[config.mk]
export PLATFORM = sky130hd
export DESIGN_NAME = alu_seq_ctrl
export DESIGN_NICKNAME = d
export VERILOG_FILES = /design/src/rtl/alu_seq_ctrl_pkg.sv /design/src/rtl/alu_regfile4x2.sv /design/src/rtl/alu_seq_ctrl.sv
export SDC_FILE = /design/constraint.sdc
export NUM_CORES = 1
export LEC_CHECK = 0
export ABC_CLOCK_PERIOD_IN_PS = 1800
export CAP_MARGIN = 20
export CORE_MARGIN = 10
export CORE_UTILIZATION = 46
export DETAILED_ROUTE_END_ITERATION = 6
export GPL_TIMING_DRIVEN = 0
export PLACE_DENSITY_LB_ADDON = 0.2
export SETUP_SLACK_MARGIN = 0.15
export SLEW_MARGIN = 25
export SYNTH_ARGS = -nofsm -noshare
export SYNTH_HDL_FRONTEND = slang
export SYNTH_SLANG_ARGS = --single-unit
[constraint.sdc]
create_clock -name clk -period 1.8 [get_ports clk]
set_clock_uncertainty 0.05 [all_clocks]
set_input_delay 0.36 -clock clk [delete_from_list [all_inputs] [get_ports clk]]
set_output_delay 0.36 -clock clk [all_outputs]
set_load 0.01 [all_outputs]
[src/rtl/alu_seq_ctrl_pkg.sv]
// Shared definitions for the ALU sequencing stage.
//   - ALU function codes driven on alu_funct
//   - FSM state encoding
//   - register-file geometry
package alu_seq_ctrl_pkg;

    localparam int REG_IDX_W = 2;
    localparam int DATA_W    = 2;
    localparam int NUM_REGS  = 1 << REG_IDX_W;

    localparam logic [4:0] FUNCT_ADD = 5'b01000;
    localparam logic [4:0] FUNCT_SUB = 5'b00100;
    localparam logic [4:0] FUNCT_AND = 5'b00000;
    localparam logic [4:0] FUNCT_OR  = 5'b11000;

    typedef enum logic [1:0] {
        ST_IDLE = 2'd0,
        ST_EXEC = 2'd1,
        ST_WB   = 2'd2
    } state_t;

endpackage

[src/rtl/alu_regfile4x2.sv]
// 4-entry x 2-bit register file.
// Ports:
//   clk, rst          clock, async active-high reset (clears all entries)
//   we, waddr, wdata  single synchronous write port
//   raddr1 / rdata1   async read (ALU operand a)
//   raddr2 / rdata2   async read (ALU operand b)
//   raddr3 / rdata3   async read (debug)
module alu_regfile4x2
    import alu_seq_ctrl_pkg::*;
(
    input  logic                 clk,
    input  logic                 rst,
    input  logic                 we,
    input  logic [REG_IDX_W-1:0] waddr,
    input  logic [DATA_W-1:0]    wdata,
    input  logic [REG_IDX_W-1:0] raddr1,
    output logic [DATA_W-1:0]    rdata1,
    input  logic [REG_IDX_W-1:0] raddr2,
    output logic [DATA_W-1:0]    rdata2,
    input  logic [REG_IDX_W-1:0] raddr3,
    output logic [DATA_W-1:0]    rdata3
);

    logic [DATA_W-1:0] mem [NUM_REGS];

    always_ff @(posedge clk or posedge rst) begin
        if (rst) begin
            for (int i = 0; i < NUM_REGS; i++) begin
                mem[i] <= '0;
            end
        end else if (we) begin
            mem[waddr] <= wdata;
        end
    end

    assign rdata1 = mem[raddr1];
    assign rdata2 = mem[raddr2];
    assign rdata3 = mem[raddr3];

endmodule

[src/rtl/alu_seq_ctrl.sv]
// Sequencer feeding an external combinational 2-bit ALU.
// Accepts reg-to-reg instructions (in_valid/in_ready), reads operands from
// an internal 4x2 register file, presents them to the ALU for one cycle,
// captures result/carry/borrow, then writes back and updates flags.
// Ports:
//   clk, rst                       clock, async active-high reset
//   in_valid/in_ready, in_rd,
//   in_rs1, in_rs2, in_aluop,
//   in_funct                       instruction handshake and fields
//   ld_valid, ld_addr, ld_data     direct register load (IDLE only)
//   alu_a, alu_b, alu_op,
//   alu_funct                      ALU operand/control outputs
//   alu_result, alu_carry,
//   alu_borrow                     ALU outputs
//   done                           one-cycle retire pulse
//   carry_flag, borrow_flag        flags of last retired instruction
//   op_count                       retired-instruction count (wraps)
//   dbg_addr / dbg_data            async debug read of the register file
//
// state   | meaning
// IDLE    | waiting; loads and instruction accept happen here
// EXEC    | operands on ALU inputs; ALU outputs captured at end
// WB      | done=1; result written back, flags and count updated
module alu_seq_ctrl
    import alu_seq_ctrl_pkg::*;
#(
    parameter int CNT_W = 8
) (
    input  logic                 clk,
    input  logic                 rst,
    input  logic                 in_valid,
    output logic                 in_ready,
    input  logic [REG_IDX_W-1:0] in_rd,
    input  logic [REG_IDX_W-1:0] in_rs1,
    input  logic [REG_IDX_W-1:0] in_rs2,
    input  logic                 in_aluop,
    input  logic [4:0]           in_funct,
    input  logic                 ld_valid,
    input  logic [REG_IDX_W-1:0] ld_addr,
    input  logic [DATA_W-1:0]    ld_data,
    output logic [DATA_W-1:0]    alu_a,
    output logic [DATA_W-1:0]    alu_b,
    output logic                 alu_op,
    output logic [4:0]           alu_funct,
    input  logic [DATA_W-1:0]    alu_result,
    input  logic                 alu_carry,
    input  logic                 alu_borrow,
    output logic                 done,
    output logic                 carry_flag,
    output logic                 borrow_flag,
    output logic [CNT_W-1:0]     op_count,
    input  logic [REG_IDX_W-1:0] dbg_addr,
    output logic [DATA_W-1:0]    dbg_data
);

    state_t state_q, state_d;

    logic [DATA_W-1:0]    a_q, b_q, res_q;
    logic [REG_IDX_W-1:0] rd_q;
    logic                 op_q, carry_q, borrow_q;
    logic [4:0]           funct_q;

    logic                 accept;
    logic                 rf_we;
    logic [REG_IDX_W-1:0] rf_waddr;
    logic [DATA_W-1:0]    rf_wdata;
    logic [DATA_W-1:0]    rs1_data, rs2_data;

    alu_regfile4x2 u_regfile (
        .clk    (clk),
        .rst    (rst),
        .we     (rf_we),
        .waddr  (rf_waddr),
        .wdata  (rf_wdata),
        .raddr1 (in_rs1),
        .rdata1 (rs1_data),
        .raddr2 (in_rs2),
        .rdata2 (rs2_data),
        .raddr3 (dbg_addr),
        .rdata3 (dbg_data)
    );

    always_ff @(posedge clk or posedge rst) begin
        if (rst) begin
            state_q <= ST_IDLE;
        end else begin
            state_q <= state_d;
        end
    end

    // Write port arbitration: writeback only happens in WB and loads only
    // in IDLE, so the two sources never collide.
    always_comb begin
        state_d  = state_q;
        in_ready = 1'b0;
        done     = 1'b0;
        accept   = 1'b0;
        rf_we    = 1'b0;
        rf_waddr = ld_addr;
        rf_wdata = ld_data;
        case (state_q)
            ST_IDLE: begin
                in_ready = !ld_valid;
                if (ld_valid) begin
                    rf_we = 1'b1;
                end else if (in_valid) begin
                    accept  = 1'b1;
                    state_d = ST_EXEC;
                end
            end
            ST_EXEC: begin
                state_d = ST_WB;
            end
            ST_WB: begin
                done     = 1'b1;
                rf_we    = 1'b1;
                rf_waddr = rd_q;
                rf_wdata = res_q;
                state_d  = ST_IDLE;
            end
            default: begin
                state_d = ST_IDLE;
            end
        endcase
    end

    always_ff @(posedge clk or posedge rst) begin
        if (rst) begin
            a_q         <= '0;
            b_q         <= '0;
            rd_q        <= '0;
            op_q        <= 1'b0;
            funct_q     <= '0;
            res_q       <= '0;
            carry_q     <= 1'b0;
            borrow_q    <= 1'b0;
            carry_flag  <= 1'b0;
            borrow_flag <= 1'b0;
            op_count    <= '0;
        end else begin
            if (accept) begin
                a_q     <= rs1_data;
                b_q     <= rs2_data;
                rd_q    <= in_rd;
                op_q    <= in_aluop;
                funct_q <= in_funct;
            end
            if (state_q == ST_EXEC) begin
                res_q    <= alu_result;
                carry_q  <= alu_carry;
                borrow_q <= alu_borrow;
            end
            if (state_q == ST_WB) begin
                carry_flag  <= carry_q;
                borrow_flag <= borrow_q;
                op_count    <= op_count + {{(CNT_W-1){1'b0}}, 1'b1};
            end
        end
    end

    assign alu_a     = a_q;
    assign alu_b     = b_q;
    assign alu_op    = op_q;
    assign alu_funct = funct_q;

endmodule

Word level (Yosys, flattened, before mapping). Index checks and enable logic that the tools add are counted.

Input bits: 26. Flip-flop bits (word level): 36. Word-level logic and storage cells: 58. Output and inout port bits: 24.

Muxes and demuxes: 24. $lt $le $gt $ge: 5. Reduce and logical (&&, ||, !) cells: 4. Equality and inequality tests: 4. $add $sub $neg: 1. Bitwise logic cells: 4.

Operator list (number): 2-bit 2-to-1 mux (11); 2-bit binary-select mux with 2-bit select (3); 3-bit greater-or-equal comparator, second input constant (4); 2-bit inverter with 3-bit output (4); 8-bit by 1-bit adder with 8-bit output, second input constant (1); 8-bit bitwise mux (1); 1-bit 2-to-1 mux (6); 2-bit demux with 2-bit select (1); 2-bit != test, second input constant (2); 2-bit one-hot mux with 2 select lines (1); 3-bit by 1-bit < comparator with 1-bit output, second input constant (1); 2-bit by 1-bit == test with 1-bit output, second input constant (1); 2-bit == test, second input constant (1); 2-bit zero test (1); 1-bit one-hot mux with 2 select lines (1); 2-bit AND reduction (1); 1-bit logical AND (1); 1-bit zero test (1).

Depth between registers and ports, before layout. Gate-level depths: netlist (run 1).

Depth in word-level cells: 8. Depth in mapped cells: 6. Mapped depth without buffers: 3.

Hierarchy. Synthesis (run 1) repeated with hierarchy kept, for this count alone.

Cells, all modules: 121. Area, all modules: 1695.4 sq um.

Modules (own cells, without submodules): alu_seq_ctrl (cells an instance 94, area an instance 1211.2 sq um, instances 1, sequential area each 700.7 sq um); alu_regfile4x2 (cells an instance 27, area an instance 484.2 sq um, instances 1, sequential area each 200.2 sq um).

Worst setup path before layout (run 1). No wires, ideal clock.

Path kind: reg2reg. Start point: reg state_q[1]. End point: reg funct_q[0], in the netlist alu_funct[0]. Path slack: 47 ps. Period minus slack after synthesis: 1753 ps. Required time: 1625 ps. Stages on the path, launching flop included: 7. Buffers on the path: 3. Setup time: 125 ps. Arrival time: 1578 ps. Cells stage by stage: dfrtp_1 > buf_6 > nor3_1 > and2_1 > buf_2 > buf_6 > mux2_2.

Cells in the longest elaborated chain, start to end: 2.

RTL lines: from (decl) (RTL line alu_seq_ctrl.sv:56) `state_t state_q, state_d;`; from (signal assigned) (RTL line alu_seq_ctrl.sv:87) `state_q <= state_d;`; 2-bit zero test (RTL line alu_seq_ctrl.sv:101) `case (state_q)`; 1-bit 2-to-1 mux (RTL line alu_seq_ctrl.sv:101); to (signal assigned) (RTL line alu_seq_ctrl.sv:146) `funct_q <= in_funct;`; to (decl) (RTL line alu_seq_ctrl.sv:61) `logic [4:0] funct_q;`.

Every way passes these cells. A chain may end at the register's enable or synchronous reset.

Worst setup path after layout (run 1).
Start point: reg u_regfile.mem[3] (netlist bit). End point: out dbg_data[1].

Cells in the longest elaborated chain, start to end: 3.

RTL lines: from (decl) (RTL line alu_regfile4x2.sv:24) `logic [DATA_W-1:0] mem [NUM_REGS];`; from (signal, indexed assignment) (RTL line alu_regfile4x2.sv:32) `mem[waddr] <= wdata;`; 2-bit binary-select mux with 2-bit select (RTL line alu_regfile4x2.sv:38) `assign rdata3 = mem[raddr3];`; 2-bit 2-to-1 mux (implied by the code) (2 in a row) (RTL line alu_regfile4x2.sv:38); to (decl) (RTL line alu_seq_ctrl.sv:53) `output logic [DATA_W-1:0] dbg_data`.

Every way passes these cells. The select of a mux whose other input is x is not followed.

==> results of run 1 <==
[critical path, cell delays in order, from the launching register on]
cell and delay (ps):
dfrtp_1 420, mux4_2 490, buf_6 140
[placed cells by master (no fill, tap or decap), types with 2 or more instances in the layout]
cell / netlist / routed
dfrtp_1: 36 / 35
clkdlybuf4s50_1: 0 / 23
dlygate4sd2_1: 0 / 22
mux2_4: 1 / 21
buf_4: 0 / 15
buf_6: 2 / 11
mux2_2: 29 / 9
mux4_2: 6 / 6
xnor2_1: 6 / 6
clkbuf_4: 0 / 5
a211oi_4: 0 / 4
nand4_1: 4 / 4
nand2_1: 3 / 3
clkbuf_8: 0 / 2
buf_2: 2 / 2
[logic make-up (layout without fill, tap and decap cells)]
group | count (synthesis) | count (layout) | synth area share
mux | 37 | 37 | 0.296
flops | 36 | 36 | 0.547
simple gates | 16 | 16 | 0.0638
xor+xnor | 7 | 7 | 0.0372
buf+inv | 6 | 86 | 0.0243
compound gates | 4 | 4 | 0.0243
fa+ha+maj | 1 | 1 | 0.00760
[where the power goes]
| part | total (mW) | internal [mW] | switching (mW) |
|---|---|---|---|
| sequential | 1.23 | 1.06 | 0.176 |
| combinational | 1.27 | 0.775 | 0.492 |
| clock | 0.651 | 0.369 | 0.283 |
[sequential cells by signal (all words and copies together), names as in the netlist]
register	cells
op_count	8
u_regfile.mem	8
alu_funct	5
alu_a	2
alu_b	2
rd_q	2
res_q	2
state_q	2
alu_op	1
borrow_flag	1
borrow_q	1
carry_flag	1
carry_q	1
[worst paths after layout]
kind / from / endpoint / slack, ps
setup / recovery: u_regfile.mem[3]$_DFFE_PP0P_ / dbg_data[1] / -20
hold / removal: rst / rd_q[0]$_DFFE_PP0P_ / 390
setup reg to reg: state_q[1]$_DFFE_PP0P_ / u_regfile.mem[7]$_DFFE_PP0P_ / 10
hold reg to reg: op_count[7]$_DFFE_PP0N_ / op_count[7]$_DFFE_PP0N_ / 420
max in group asynchronous: rst / state_q[0]$_DFFE_PP0P_ / 800
min in group clk: op_count[7]$_DFFE_PP0N_ / op_count[7]$_DFFE_PP0N_ / 420
[cell type report]
type | count | area (µm²) | share of cell area
Buffer | 5 | 52.6 | 0.0198
Clock buffer | 7 | 65.1 | 0.0246
Clock inverter | 1 | 30.0 | 0.0113
Inverter | 1 | 3.75 | 0.00142
Multi-Input combinational cell | 65 | 855 | 0.323
Sequential cell | 36 | 902 | 0.341
Tap cell | 46 | 57.6 | 0.0217
Timing Repair Buffer | 72 | 683 | 0.258
[per-stage QoR]
step | setup WS, ps | power [mW] | util | hold WS (ps)
CTS | -2.41 | 3.03 | 0.754 | 425
global route | -49.3 | 3.29 | 0.781 | 437
floorplan | 144 | 1.73 | - | 425
global placement | -523 | 2.22 | 0.649 | 411
finish | -17.3 | 3.15 | 0.781 | 391
detailed placement | -545 | 2.26 | 0.649 | 416
[per-layer routing]
layer,GRT usage,wire [µm],vias to the layer above
li1,-,-,547
met3,0.0439,299,8
met5,0,0,-
met2,0.258,2560,45
met1,0.162,1900,641
met4,0.0563,65,0
[timing repair]
| item | 4_1_cts | 5_1_grt |
|---|---|---|
| hold endpoints to repair | 0 | 0 |
| gates cloned | 2 | 0 |
| buffers inserted | 19 | 2 |
| gates resized for setup | 65 | 20 |
| setup endpoints to repair | 40 | 20 |
| pin swaps | 6 | 4 |
==> results.json, run 1 <==
{
  "cts-root-buf": "clkbuf_4",
  "drcViolationCount": 0,
  "grt_setup_unrepaired": "true",
  "io_buffers": 49,
  "vias": 1241,
  "slew_viol_final": 0,
  "synth_area_per_cell_um2": 15.4,
  "final_cell_area_um2": 2650,
  "drt_iter0_drc": 81,
  "synth-seq-area-share": 0.547,
  "synthDistinctLibCells": 25,
  "drive_above_1_share": 0.465,
  "hp-class": "in -> async",
  "vias_per_cell": 5.33,
  "nNetsFinal": 213,
  "worstSetupEndpointType": "output pin",
  "async_reset_ff_frac": 1.00,
  "p_per_area_nw_per_um2": 1190,
  "post-route-min-period_ps": 1820,
  "status": "finished with violations",
  "crit_fanout": 4,
  "violations": "negative setup slack",
  "track_usage": 0.147,
  "place_hpwl_mm": 2.71,
  "gp_congestion": 0.784,
  "stdcell_count": 233,
  "cp.required_ps": 1390,
  "yosys_register_bits": 36,
  "clockBufferDepth": 2,
  "rr_worst_depth": 4,
  "ys.warnings.count": 0,
  "numCtsBuffers": 5,
  "grt_pass1_wl_mm": 7.25,
  "setup_viol": 1,
  "grt_overflow": 0,
  "cts_tree": "done",
  "htreeDepth": 2,
  "synth.most_common_cell": "dfrtp_1",
  "cts.reportedPaths.clkPinSlew_ps": 110,
  "crit_path_start_kind": "register",
  "start_util": 0.486,
  "dp_cells": 202,
  "die_w_um": 79.8,
  "drtPass1Iterations": 4,
  "yosys.area.top_type_share": 0.547,
  "cp.arrival_ps": 1410,
  "grt_antenna_before_repair": 0,
  "clock.fmax_ghz": 0.550,
  "synth_common_cells": "36 x dfrtp_1, 29 x mux2_2, 6 x mux4_2, 6 x xnor2_1, 4 x nand4_1",
  "core_um2": 3390,
  "postCtsHoldBufs": 0,
  "ys.flop_type": "dfrtp_1",
  "drv_cap": 0,
  "dpl-instance-area_um2": 2200,
  "finalCritPeriodShare": 1.01,
  "synth_fp_nets": 134,
  "fillers": 186,
  "slew_headroom": 0.510,
  "grt_max_degree": 37,
  "num_io_pins": 50,
  "fp-row-count": 21,
  "yosysTopAreaCell": "dfrtp_1",
  "grt_pass1_vias": 1379,
  "die-area_um2": 6370,
  "clkLatencyLatePin_ps": 360,
  "finalWorstSetupSlack_ps": -17.3,
  "cts_sinks": 36,
  "synth_cells": 107,
  "n_antenna_cell": 0,
  "synth_enable_flop_cells": 0,
  "wirelength_mm": 4.82,
  "syn2layout_area_growth_pct": 60.9,
  "finalSetupTns_ps": -17.3,
  "die_h_um": 79.8,
  "synth.area.top_cells": "dfrtp_1 55%, mux2_2 20%, mux4_2 8.2%",
  "hold_violations": 0,
  "crit_type": "reg -> out",
  "drtAntennaViolNets": 0,
  "vdd_ir_drop_max_uv": 704,
  "synthesis.area_um2": 1650,
  "max_slew.worst_pin.slew_ps": 734,
  "wl_per_cell_um": 20.7,
  "leakage_nw": 1.20
}
Note: power is estimated with default switching activity, not from simulation.
==> run 2, diff against run 1 <==
--- a/config.mk
+++ b/config.mk
@@ -5,10 +5,9 @@
 export SDC_FILE = /design/constraint.sdc
 export NUM_CORES = 1
 export LEC_CHECK = 0
-export ABC_CLOCK_PERIOD_IN_PS = 1800
-export CAP_MARGIN = 20
+export ABC_CLOCK_PERIOD_IN_PS = 1450
 export CORE_MARGIN = 10
-export CORE_UTILIZATION = 46
+export CORE_UTILIZATION = 42
 export DETAILED_ROUTE_END_ITERATION = 6
 export GPL_TIMING_DRIVEN = 0
 export PLACE_DENSITY_LB_ADDON = 0.2
==> constraint.sdc (replaced) <==
create_clock -name clk -period 1.45 [get_ports clk]
set_clock_uncertainty 0.05 [all_clocks]
set_input_delay 0.29 -clock clk [delete_from_list [all_inputs] [get_ports clk]]
set_output_delay 0.29 -clock clk [all_outputs]
set_load 0.01 [all_outputs]
==> results.json, run 2 (same netlist as run 1, synthesis figures left out) <==
{
  "status": "finished with violations",
  "violations": "negative setup slack",
  "gp_congestion": 0.810,
  "cts.reportedPaths.clkPinSlew_ps": 70,
  "grt_max_degree": 37,
  "vdd_ir_drop_max_uv": 787,
  "final_common_cell": "dfrtp_1",
  "wl_met1_mm": 1.63,
  "post-route-min-period_ps": 1700,
  "postCtsHoldBufs": 0,
  "cp_top_family": "buffers and inverters",
  "layout_common_cells": "34 x dfrtp_1, 25 x mux2_4, 23 x buf_4, 23 x clkdlybuf4s50_1, 17 x clkdlybuf4s15_1",
  "numCtsBuffers": 5,
  "cp.required_ps": 1570,
  "crit_fanout": 2,
  "syn2layout_area_growth_pct": 67.3,
  "cts-root-buf": "clkbuf_8",
  "fp-row-count": 22,
  "dp_slack_ps": -716,
  "worstSetupEndpointType": "register",
  "max_slew.worst_pin.slew_ps": 726,
  "place_hpwl_mm": 2.85,
  "grt_pass1_wl_mm": 7.18,
  "setup_viol": 34,
  "clkLatencyLatePin_ps": 280,
  "crit_buf_inv": 1,
  "cts_tree": "done",
  "hp-class": "in -> async",
  "clockBufferDepth": 2,
  "wirelength_mm": 4.50,
  "drv_cap": 0,
  "grt_pass1_vias": 1423,
  "die_w_um": 82.6,
  "cts_sinks": 36,
  "die-area_um2": 6830,
  "track_usage": 0.141,
  "multi_input_comb_area_um2": 865,
  "die_h_um": 82.6,
  "finalCritPeriodShare": 1.17,
  "drtPass1Iterations": 2,
  "vias_per_cell": 5.03,
  "leakage_nw": 1.25,
  "htreeDepth": 2,
  "finalWorstSetupSlack_ps": -247,
  "cp.arrival_ps": 1810,
  "clock.fmax_ghz": 0.589,
  "cp_cell_sequence": "clkdlybuf4s50_1 -> or3b_4 -> a211oi_4 -> mux2_4",
  "n_antenna_cell": 0,
  "vias": 1227,
  "start_util": 0.443,
  "grt_setup_unrepaired": "true",
  "hold_slack_ps": 406,
  "register_area_um2": 903,
  "drt_iter0_drc": 27,
  "dr_wl_met3_um": 325,
  "drtAntennaViolNets": 0,
  "drive_above_1_share": 0.526,
  "cp_slowest_cell": "clkdlybuf4s50_1",
  "nNetsFinal": 224,
  "drcViolationCount": 0,
  "critical-path-max-stage-delay_ps": 450,
  "slew_headroom": 0.515,
  "fillers": 257,
  "hold_violations": 0,
  "dr_wl_met2_mm": 2.44,
  "num_io_pins": 50,
  "io_buffers": 49,
  "grt_antenna_before_repair": 0,
  "r2r_slack_ps": -240,
  "crit_path_start_kind": "input port",
  "grt_overflow": 0,
  "wl_per_cell_um": 18.5,
  "crit_type": "in -> reg",
  "core_um2": 3720,
  "slew_viol_final": 0,
  "p_per_area_nw_per_um2": 1410,
  "top_layer": "met4"
}
run 2: worst paths after layout:
| check | from | endpoint | depth (start not counted) |
|---|---|---|---|
| max in group asynchronous | rst | op_count[1]$_DFFE_PP0N_ | 2 |
| worst max-delay path | ld_addr[1] | u_regfile.mem[4]$_DFFE_PP0P_ | 4 |
| worst min-delay path | rst | alu_funct[1]$_DFFE_PP0P_ | 2 |
| worst min register to register | op_count[7]$_DFFE_PP0N_ | op_count[7]$_DFFE_PP0N_ | 1 |
| worst max register to register | state_q[1]$_DFFE_PP0P_ | u_regfile.mem[4]$_DFFE_PP0P_ | 4 |
| min in group clk | op_count[7]$_DFFE_PP0N_ | op_count[7]$_DFFE_PP0N_ | 1 |
run 2: timing repair:
action	CTS	global route
cloned	1	0
gates resized for setup	65	28
pin swaps	11	7
hold endpoints to repair	0	0
setup endpoints to repair	54	58
setup buffers	30	3
run 2: metal layers:
metal / up-vias / GRT usage
li1: 566 / -
met1: 613 / 0.142
met3: 11 / 0.0454
met5: - / 0
met2: 37 / 0.256
met4: 0 / 0.0719
run 2: cell type report:
cell class	instances	area share
Sequential cell	36	0.328
Multi-Input combinational cell	65	0.314
Timing Repair Buffer	83	0.285
Clock buffer	6	0.0263
Buffer	5	0.0236
Tap cell	48	0.0218
Inverter	1	0.00136
run 2: report_power, final:
group	leakage [nW]	total, mW	internal, mW	switching (mW)
clock	0.0371	0.636	0.320	0.316
sequential	0.436	1.50	1.32	0.184
combinational	0.775	1.74	1.10	0.636
total	1.25	3.87	2.74	1.14
run 2: through the flow:
stage	util	area (µm²)	std cells	setup TNS [ps]	total power, mW
final	0.741	2760	244	-5190	3.87
after floorplan	-	1770	107	-2220	2.29
after detailed placement	0.626	2320	204	-11850	2.96
after global routing	0.741	2760	244	-6870	4.10
after CTS	0.726	2700	241	-5080	3.82
after global placement	0.626	2320	204	-27080	2.90
run 2: worst reg2reg max path: stages, from the launching register on:
cell      delay (ps)
dfrtp_1          370
buf_6            130
or3b_4           410
a211oi_4         300
mux2_4           330
==> run 3, diff against run 2 <==
--- a/config.mk
+++ b/config.mk
@@ -9,9 +9,9 @@
 export CORE_MARGIN = 10
 export CORE_UTILIZATION = 42
 export DETAILED_ROUTE_END_ITERATION = 6
-export GPL_TIMING_DRIVEN = 0
 export PLACE_DENSITY_LB_ADDON = 0.2
 export SETUP_SLACK_MARGIN = 0.15
+export SKIP_CTS_REPAIR_TIMING = 1
 export SLEW_MARGIN = 25
 export SYNTH_ARGS = -nofsm -noshare
 export SYNTH_HDL_FRONTEND = slang
==> results.json, run 3 (same netlist as run 1, synthesis figures left out) <==
{
  "status": "finished with violations",
  "violations": "negative setup slack",
  "clkPwrFrac": 0.201,
  "drt_iter0_drc": 44,
  "num_io_pins": 50,
  "syn2layout_area_growth_pct": 62.7,
  "dr_wl_met3_um": 275,
  "finalWorstSetupSlack_ps": -300,
  "crit_path_start_kind": "register",
  "leakage_nw": 1.39,
  "layout_common_cells": "34 x dfrtp_1, 26 x mux2_4, 24 x clkdlybuf4s50_1",
  "p_per_area_nw_per_um2": 1450,
  "worstSetupEndpointType": "register",
  "gp_congestion": 0.781,
  "grt_max_degree": 24,
  "slew_viol_final": 0,
  "fp-row-count": 22,
  "io_buffers": 49,
  "die_w_um": 82.6,
  "drv_cap": 0,
  "wirelength_mm": 4.07,
  "crit_type": "reg -> reg",
  "grt_antenna_before_repair": 0,
  "cts.reportedPaths.clkPinSlew_ps": 70,
  "numCtsBuffers": 5,
  "vdd_ir_drop_max_uv": 973,
  "grt_overflow": 0,
  "dr_wl_met2_mm": 2.09,
  "finalCritPeriodShare": 1.21,
  "crit_fanout": 6,
  "sw_frac_of_total": 0.279,
  "setup_viol": 24,
  "vias": 1170,
  "n_antenna_cell": 0,
  "power_mw": 3.89,
  "p_int_mw": 2.80,
  "final_core_util": 0.721,
  "grt_pass1_wl_mm": 6.42,
  "power_frac_seq": 0.384,
  "hold_slack_ps": 314,
  "wl_met1_mm": 1.66,
  "core_um2": 3720,
  "pwr-share-comb": 0.415,
  "hold_violations": 0,
  "max_slew.worst_pin.slew_ps": 370,
  "htreeDepth": 2,
  "clock.fmax_ghz": 0.571,
  "power.switching_mw": 1.09,
  "top_layer": "met4",
  "drtPass1Iterations": 4,
  "die-area_um2": 6830,
  "start_util": 0.443,
  "hp-class": "in -> async",
  "final_common_cell": "dfrtp_1",
  "clockBufferDepth": 2,
  "die_h_um": 82.6,
  "drcViolationCount": 0,
  "cts_sinks": 36,
  "wl_per_cell_um": 17.5,
  "post-route-min-period_ps": 1750,
  "cp.arrival_ps": 1870,
  "finalSetupTns_ps": -4700,
  "nNetsFinal": 211,
  "cp.required_ps": 1570,
  "cp-startpoint": "state_q[1]$_DFFE_PP0P_",
  "slew_headroom": 0.749,
  "grt_pass1_vias": 1263,
  "drive_above_1_share": 0.454,
  "cts_tree": "done",
  "drtAntennaViolNets": 0,
  "place_hpwl_mm": 3.09,
  "cts-root-buf": "clkbuf_8",
  "r2r-start": "state_q[1]$_DFFE_PP0P_",
  "grt_setup_unrepaired": "true",
  "vias_per_cell": 5.02,
  "clkLatencyLatePin_ps": 290,
  "track_usage": 0.124
}
==> run 3: power by group through the flow <==
stage	Combinational (mW)	Sequential (mW)	Clock, mW
after floorplan	0.660	1.63	0
after global placement	1.57	1.51	0
after detailed placement	1.61	1.53	0
after CTS	1.61	1.52	0.819
after global routing	1.74	1.54	0.864
final	1.62	1.49	0.781
==> run 3: final cells by class <==
cell class	instances	area [µm²]
Inverter	1	3.75
Sequential cell	36	903
Fill cell	260	1040
Multi-Input combinational cell	65	858
Timing Repair Buffer	75	753
Clock buffer	8	100
Tap cell	48	60.1
==> run 3: metal layers <==
metal,up-vias,track usage
li1,544,-
met1,587,0.142
met2,33,0.208
met3,6,0.0475
met4,0,0.0452
met5,-,0
==> run 3: worst paths after layout <==
| check | to | slack, ps | cells past startpoint |
|---|---|---|---|
| max in group asynchronous | state_q[1]$_DFFE_PP0P_ | 740 | 3 |
| max | u_regfile.mem[4]$_DFFE_PP0P_ | -300 | 4 |
| min in group clk | op_count[7]$_DFFE_PP0N_ | 420 | 1 |
| min reg2reg | op_count[7]$_DFFE_PP0N_ | 420 | 1 |
| max reg2reg | u_regfile.mem[4]$_DFFE_PP0P_ | -300 | 4 |
| min | alu_funct[0]$_DFFE_PP0P_ | 310 | 3 |
==> run 3: per-stage QoR <==
step / instances / setup WS (ps) / area (µm²)
finish: 233 / -300 / 2680
global route: 233 / -330 / 2680
CTS: 229 / -709 / 2550
detailed placement: 221 / -709 / 2450
global placement: 221 / -699 / 2450
floorplan: 107 / -174 / 1770
==> run 3: worst max-delay path: stages (launching register included) <==
cell and delay, ps:
dfrtp_2 420, buf_6 130, or3b_4 410, a211oi_4 300
mux2_4 330
